File: src/rtl/multi_blink_if.sv
// Configuration write channel of multi_blink: valid/ready handshake plus the
// per-channel mode, period and duty fields.
interface multi_blink_if #(
    parameter int CNT_WIDTH = 32
);
    logic                 cfg_valid;
    logic                 cfg_ready;
    logic [3:0]           cfg_ch;
    logic [1:0]           cfg_mode;
    logic [CNT_WIDTH-1:0] cfg_period;
    logic [7:0]           cfg_duty;

    modport master (
        output cfg_valid, cfg_ch, cfg_mode, cfg_period, cfg_duty,
        input  cfg_ready
    );

    modport slave (
        input  cfg_valid, cfg_ch, cfg_mode, cfg_period, cfg_duty,
        output cfg_ready
    );
endinterface

File: src/rtl/multi_blink.sv
// Multi-channel LED driver: per-channel programmable period counter with
// OFF / ON / square-wave BLINK / 256-step PWM modes and a global phase sync.
module multi_blink #(
    parameter int                   CHANNELS       = 4,
    parameter int                   CNT_WIDTH      = 32,
    parameter logic [CNT_WIDTH-1:0] DEFAULT_PERIOD = CNT_WIDTH'(24'hFFFFFF)
) (
    input  logic                clk,
    input  logic                rst_n,
    input  logic                sync,
    multi_blink_if.slave        cfg,
    output logic [CHANNELS-1:0] led,
    output logic [CHANNELS-1:0] tick
);

    typedef enum logic [1:0] {
        MODE_OFF   = 2'd0,
        MODE_ON    = 2'd1,
        MODE_BLINK = 2'd2,
        MODE_PWM   = 2'd3
    } mode_e;

    // Per-channel configuration and running state.
    mode_e                mode_q   [CHANNELS];
    logic [CNT_WIDTH-1:0] period_q [CHANNELS];
    logic [7:0]           duty_q   [CHANNELS];
    logic [CNT_WIDTH-1:0] cnt_q    [CHANNELS];
    logic [7:0]           phase_q  [CHANNELS];

    mode_e                mode_d   [CHANNELS];
    logic [CNT_WIDTH-1:0] period_d [CHANNELS];
    logic [7:0]           duty_d   [CHANNELS];
    logic [CNT_WIDTH-1:0] cnt_d    [CHANNELS];
    logic [7:0]           phase_d  [CHANNELS];
    logic [CHANNELS-1:0]  led_d;
    logic [CHANNELS-1:0]  tick_d;

    logic                 ready_q;
    logic                 accept;
    logic [CHANNELS-1:0]  wr_hit;
    logic [CHANNELS-1:0]  wrap;
    mode_e                new_mode;

    assign cfg.cfg_ready = ready_q;
    assign accept        = cfg.cfg_valid && ready_q;
    assign new_mode      = mode_e'(cfg.cfg_mode);

    // Out-of-range channel indices match no bit here, so such writes are
    // accepted by the handshake but touch nothing.
    always_comb begin
        for (int i = 0; i < CHANNELS; i++) begin
            wr_hit[i] = accept && (cfg.cfg_ch == 4'(i));
            wrap[i]   = (cnt_q[i] == period_q[i]);
        end
    end

    // Precedence per channel: free-running update, then sync, then a write
    // to this channel (a write on a sync edge still restarts from zero).
    always_comb begin
        for (int i = 0; i < CHANNELS; i++) begin
            // NOTE: every output of this block gets a default first so no path leaves it unassigned (no latch).
            mode_d[i]   = mode_q[i];
            period_d[i] = period_q[i];
            duty_d[i]   = duty_q[i];
            cnt_d[i]    = wrap[i] ? '0 : cnt_q[i] + CNT_WIDTH'(1);
            phase_d[i]  = wrap[i] ? phase_q[i] + 8'd1 : phase_q[i];
            tick_d[i]   = wrap[i];
            led_d[i]    = 1'b0;

            case (mode_q[i])
                MODE_OFF:   led_d[i] = 1'b0;
                MODE_ON:    led_d[i] = 1'b1;
                MODE_BLINK: led_d[i] = led[i] ^ wrap[i];
                MODE_PWM:   led_d[i] = (phase_q[i] < duty_q[i]);
                default:    led_d[i] = 1'b0;
            endcase

            if (sync) begin
                cnt_d[i]   = '0;
                phase_d[i] = '0;
                tick_d[i]  = 1'b0;
                if (mode_q[i] == MODE_BLINK) begin
                    led_d[i] = 1'b0;
                end
            end

            if (wr_hit[i]) begin
                mode_d[i]   = new_mode;
                period_d[i] = cfg.cfg_period;
                duty_d[i]   = cfg.cfg_duty;
                cnt_d[i]    = '0;
                phase_d[i]  = '0;
                tick_d[i]   = 1'b0;
                led_d[i]    = (new_mode == MODE_ON);
            end
        end
    end

    always_ff @(posedge clk or negedge rst_n) begin
        if (!rst_n) begin
            ready_q <= 1'b0;
            led     <= '0;
            tick    <= '0;
            // NOTE: these arrays are flops, not RAM, and every channel must come out of reset with a known config.
            for (int i = 0; i < CHANNELS; i++) begin
                mode_q[i]   <= MODE_OFF;
                period_q[i] <= DEFAULT_PERIOD;
                duty_q[i]   <= '0;
                cnt_q[i]    <= '0;
                phase_q[i]  <= '0;
            end
        end else begin
            // NOTE: non-blocking assignments so every flop samples pre-edge values.
            ready_q <= 1'b1;
            led     <= led_d;
            tick    <= tick_d;
            for (int i = 0; i < CHANNELS; i++) begin
                mode_q[i]   <= mode_d[i];
                period_q[i] <= period_d[i];
                duty_q[i]   <= duty_d[i];
                cnt_q[i]    <= cnt_d[i];
                phase_q[i]  <= phase_d[i];
            end
        end
    end

endmodule
File: src/flat_wrapper.sv
// flat-port wrapper written by rule: the top's interface ports become plain ports
module multi_blink_flat 
#(
    parameter int                   CHANNELS       = 4,
    parameter int                   CNT_WIDTH      = 32,
    parameter logic [CNT_WIDTH-1:0] DEFAULT_PERIOD = CNT_WIDTH'(24'hFFFFFF)
)
  (clk, rst_n, sync, led, tick, cfg_cfg_valid, cfg_cfg_ch, cfg_cfg_mode, cfg_cfg_period, cfg_cfg_duty, cfg_cfg_ready);
  multi_blink_if #(.CNT_WIDTH(CNT_WIDTH)) cfg_i ();
  input  logic clk;
  input  logic rst_n;
  input  logic sync;
  output logic [CHANNELS-1:0] led;
  output logic [CHANNELS-1:0] tick;
  input wire logic [$bits(cfg_i.cfg_valid)-1:0] cfg_cfg_valid;
  input wire logic [$bits(cfg_i.cfg_ch)-1:0] cfg_cfg_ch;
  input wire logic [$bits(cfg_i.cfg_mode)-1:0] cfg_cfg_mode;
  input wire logic [$bits(cfg_i.cfg_period)-1:0] cfg_cfg_period;
  input wire logic [$bits(cfg_i.cfg_duty)-1:0] cfg_cfg_duty;
  output wire logic [$bits(cfg_i.cfg_ready)-1:0] cfg_cfg_ready;
  assign cfg_i.cfg_valid = cfg_cfg_valid;
  assign cfg_i.cfg_ch = cfg_cfg_ch;
  assign cfg_i.cfg_mode = cfg_cfg_mode;
  assign cfg_i.cfg_period = cfg_cfg_period;
  assign cfg_i.cfg_duty = cfg_cfg_duty;
  assign cfg_cfg_ready = cfg_i.cfg_ready;
  multi_blink #(.CHANNELS(CHANNELS), .CNT_WIDTH(CNT_WIDTH), .DEFAULT_PERIOD(DEFAULT_PERIOD)) u_core (.clk(clk), .rst_n(rst_n), .sync(sync), .cfg(cfg_i), .led(led), .tick(tick));
endmodule
File: config.mk
export PLATFORM = sky130hd
export DESIGN_NAME = multi_blink_flat
export DESIGN_NICKNAME = d
export VERILOG_FILES = /design/src/rtl/multi_blink_if.sv /design/src/rtl/multi_blink.sv /design/src/flat_wrapper.sv
export SDC_FILE = /design/constraint.sdc
export NUM_CORES = 1
export LEC_CHECK = 0
export CAP_MARGIN = 5
export CELL_PAD_IN_SITES_DETAIL_PLACEMENT = 1
export CELL_PAD_IN_SITES_GLOBAL_PLACEMENT = 1
export CORE_UTILIZATION = 50
export CTS_BUF_LIST = sky130_fd_sc_hd__clkbuf_8 sky130_fd_sc_hd__clkbuf_16
export DETAILED_ROUTE_END_ITERATION = 7
export PLACE_DENSITY_LB_ADDON = 0.25
export SYNTH_ARGS = -nofsm -noshare
export SYNTH_HDL_FRONTEND = slang
export SYNTH_SLANG_ARGS = --single-unit
File: constraint.sdc
create_clock -name clk -period 2.25 [get_ports clk]
set_input_delay 0.45 -clock clk [delete_from_list [all_inputs] [get_ports clk]]
set_output_delay 0.45 -clock clk [all_outputs]
set_load 0.01 [all_outputs]
==> flow_metrics.tcl <==
set metrics [dict create \
    grt_pass1_vias 13000 \
    relSlewSlack 0.649 \
    rrSetupSlack_ns -0.02 \
    worstSetupPathType "flop to flop" \
    via_per_inst 5.69 \
    yosysWarnings 0 \
    cts.path.max_buffers 3 \
    max_stage_delay_ns 0.47 \
    synth.distinct_cells 53 \
    synth_top_area_frac 0.365 \
    violations "setup timing" \
    hpwl_mm 32.7 \
    synthFlopType "dfrtp_1" \
    die_height_um 184 \
    fin_skew_ns 0.0255 \
    post-route-period-util 1.01 \
    hold_viol 0 \
    grt_start_max_net_pins 69 \
    cp_max_fo 8 \
    required_ns 2.65 \
    rsz0062_at_grt "true" \
    vias 11900 \
    reg2reg_from "u_core.cnt_q[73]" \
    maxSlewViolCount 0 \
    drt_wl_total_mm 49.5 \
    worstSetupStartpointType "flop" \
    ys_ff_latch 337 \
    drive_gt1_frac 0.293 \
    clock_sinks 337 \
    seq_area_frac_synth 0.518 \
    rows 66 \
    synth_area_leaders "dfrtp_1 37%, dfstp_2 15%, mux2_2 11%" \
    power.density_mw_per_mm2 794 \
    io_pins 59 \
    async_reset_ff_frac 1.00 \
    synthCells 1463 \
    finalCriticalPeriod_ns 2.27 \
    syn-cell-area_mm2 0.0165 \
    crit_buf_inv 2 \
    fill_cells 3318 \
    setup.worst_path.end_class "flop" \
    drcViolationCount 0 \
    setup_viol 3 \
    peakVddDrop_uv 554 \
    power_mw 16.0 \
    syn_area_per_cell_um2 11.3 \
    port-buffer-count 58 \
    hold_class "input port to asynchronous set/reset pin" \
    placed_area_mm2 0.0184 \
    fp.dieW_um 184 \
    grt_pass1_wl_mm 74.8 \
    cts_root_buf "clkbuf_16" \
    p_leak_nw 9.07 \
    grt_util_all_layers 0.293 \
    htree_levels 2 \
    max_freq_mhz 441 \
    timing.hold.ws_ns 0.426 \
    wl_per_cell_um 23.6 \
    startpoint "u_core.cnt_q[73]" \
    stdcell_area_mm2 0.0201 \
    core_mm2 0.0325 \
    fin_nets 1707 \
    max-cap-violations 0 \
    gp_congestion 0.827 \
    fin_ws_ns -0.0195 \
    ant_nets 0 \
    arrival_ns 2.67 \
    path_clk_slew_ns 0.06 \
    grt_overflow 0 \
    synth_fp_nets 1549 \
    status "complete, but fails checks" \
    cts_buffers 38 \
    cp_top_family "simple AND/OR/NAND/NOR gates" \
    drtIter0Drc 529 \
    cts_tree "yes" \
    antenna_found_initial 3 \
    synth-edff-count 0 \
    start_util 0.507 \
    tns_ns -0.0235 \
    drtPass1Iterations 5 \
    area_delta_synth_final_pct 22.1 \
    path_cells "xnor2_2 -> nand4_1 -> nor4_2 -> nand2_1 -> buf_12 -> buf_4 -> o31ai_4 -> a21oi_2" \
    yosys.area.top_type "dfrtp_1" \
    slowest_stage "dfrtp_1" \
    die_area_mm2 0.0337 \
    tightest_slew_ns 0.524 \
    insertion_delay_ns 0.55 \
]
## synthesized netlist by cell type (3+ instances only)
library cell	instances
buf_1	3
nand3b_1	11
nor2_1	182
mux2i_1	4
xnor2_1	93
o211ai_1	5
and4_1	16
o31ai_1	4
buf_2	6
nor4_1	34
a21o_1	4
nand3_1	61
nand4_1	48
and2_1	4
or4_1	5
ha_1	36
nand2_1	59
nor3_1	18
or3_1	5
dfstp_2	96
clkbuf_1	32
and3_1	19
nand4b_1	3
a21bo_2	4
nor2b_1	4
dfrtp_1	241
a21oi_1	20
inv_1	52
nand2b_1	9
o21ai_0	21
mux2_2	160
xor2_1	170
## logic make-up after synthesis
family	Yosys count	synth area share
buffers and inverters	97	0.0236
other	1	0.000227
AND/OR/NAND/NOR	492	0.151
multiplexers	164	0.112
adder cells (fa/ha/maj)	36	0.0273
AO/OA/AOI/OAI	73	0.0279
flip-flops	337	0.518
XOR/XNOR	263	0.140
## routing by layer
metal / global-route usage / wire length (µm) / vias to the layer above / part of all wire
met2: 0.478 / 24600 / 254 / 0.50
met1: 0.386 / 21000 / 6218 / 0.42
met3: 0.0473 / 2050 / 111 / 0.041
li1: - / - / 5338 / -
met4: 0.126 / 1890 / 2 / 0.038
met5: 0 / 15 / - / 0.00030
## worst paths after layout
check                                       end  cells past startpoint
setup / recovery             u_core.phase_q[23]                      8
hold / removal                 u_core.cnt_q[69]                      2
setup reg to reg             u_core.phase_q[23]                      8
hold reg to reg                u_core.duty_q[8]                      1
max in group asynchronous  u_core.period_q[103]                      3
min in group clk               u_core.duty_q[8]                      1
## per-stage QoR
step                      setup slack, ns  instances   util
after global placement            -0.0317       2016  0.566
final                             -0.0195       2096  0.619
after CTS                        -0.00979       2087  0.608
after floorplan                     0.184       1463      -
after detailed placement           -0.160       2016  0.566
after global routing               -0.110       2095  0.619
## layout make-up
cell class	instances	area [µm²]	share of cell area
antenna	3	7.51	0.000373
timing repair buffer	163	1660	0.0822
inverter	52	195	0.00969
sequential	337	8550	0.425
clock inverter	19	109	0.00541
clock buffer	51	1170	0.0583
tap	442	553	0.0275
multi-input combinational	1029	7890	0.392
## power breakdown
part	total [mW]	internal, mW	leakage [nW]	switching (mW)
clock network	6.33	3.76	0.684	2.57
registers	7.46	6.94	4.26	0.519
logic	2.19	1.08	4.13	1.11
total	16.0	11.8	9.07	4.20
## state kept, by name, summed over array words and instances (netlist names)
name	count
u_core.mode_q	8
u_core.period_q	128
u_core.phase_q	32
u_core.led	4
u_core.tick	4
u_core.duty_q	32
u_core.cnt_q	128
u_core.cfg.cfg_ready	1
## cells in the final DEF, fill, tap and decap left out, types with 57 or more instances in the layout
cell and instances:
buf_4 79, clkdlybuf4s50_1 57, dfrtp_1 241, dfstp_2 96
inv_1 64, mux2_2 160, nand2_1 58, nand3_1 59
nor2_1 182, xnor2_1 87, xor2_1 166
## worst reg2reg max path, cell delays in order (launching register included)
cell and delay, ns:
dfrtp_1 0.47, xnor2_2 0.22, nand4_1 0.16, nor4_2 0.35
nand2_1 0.18, buf_12 0.19, buf_4 0.21, o31ai_4 0.27
a21oi_2 0.09
## repair_timing
item / CTS / global route
hold buffers: 1 / 0
setup endpoints to repair: 106 / 86
cloned: 0 / 2
gates resized for setup: 11 / 51
endpoints found under the hold margin: 20 / 0
pin swaps: 5 / 26
buffers inserted: 0 / 5
(Power assumes the default switching activity.)
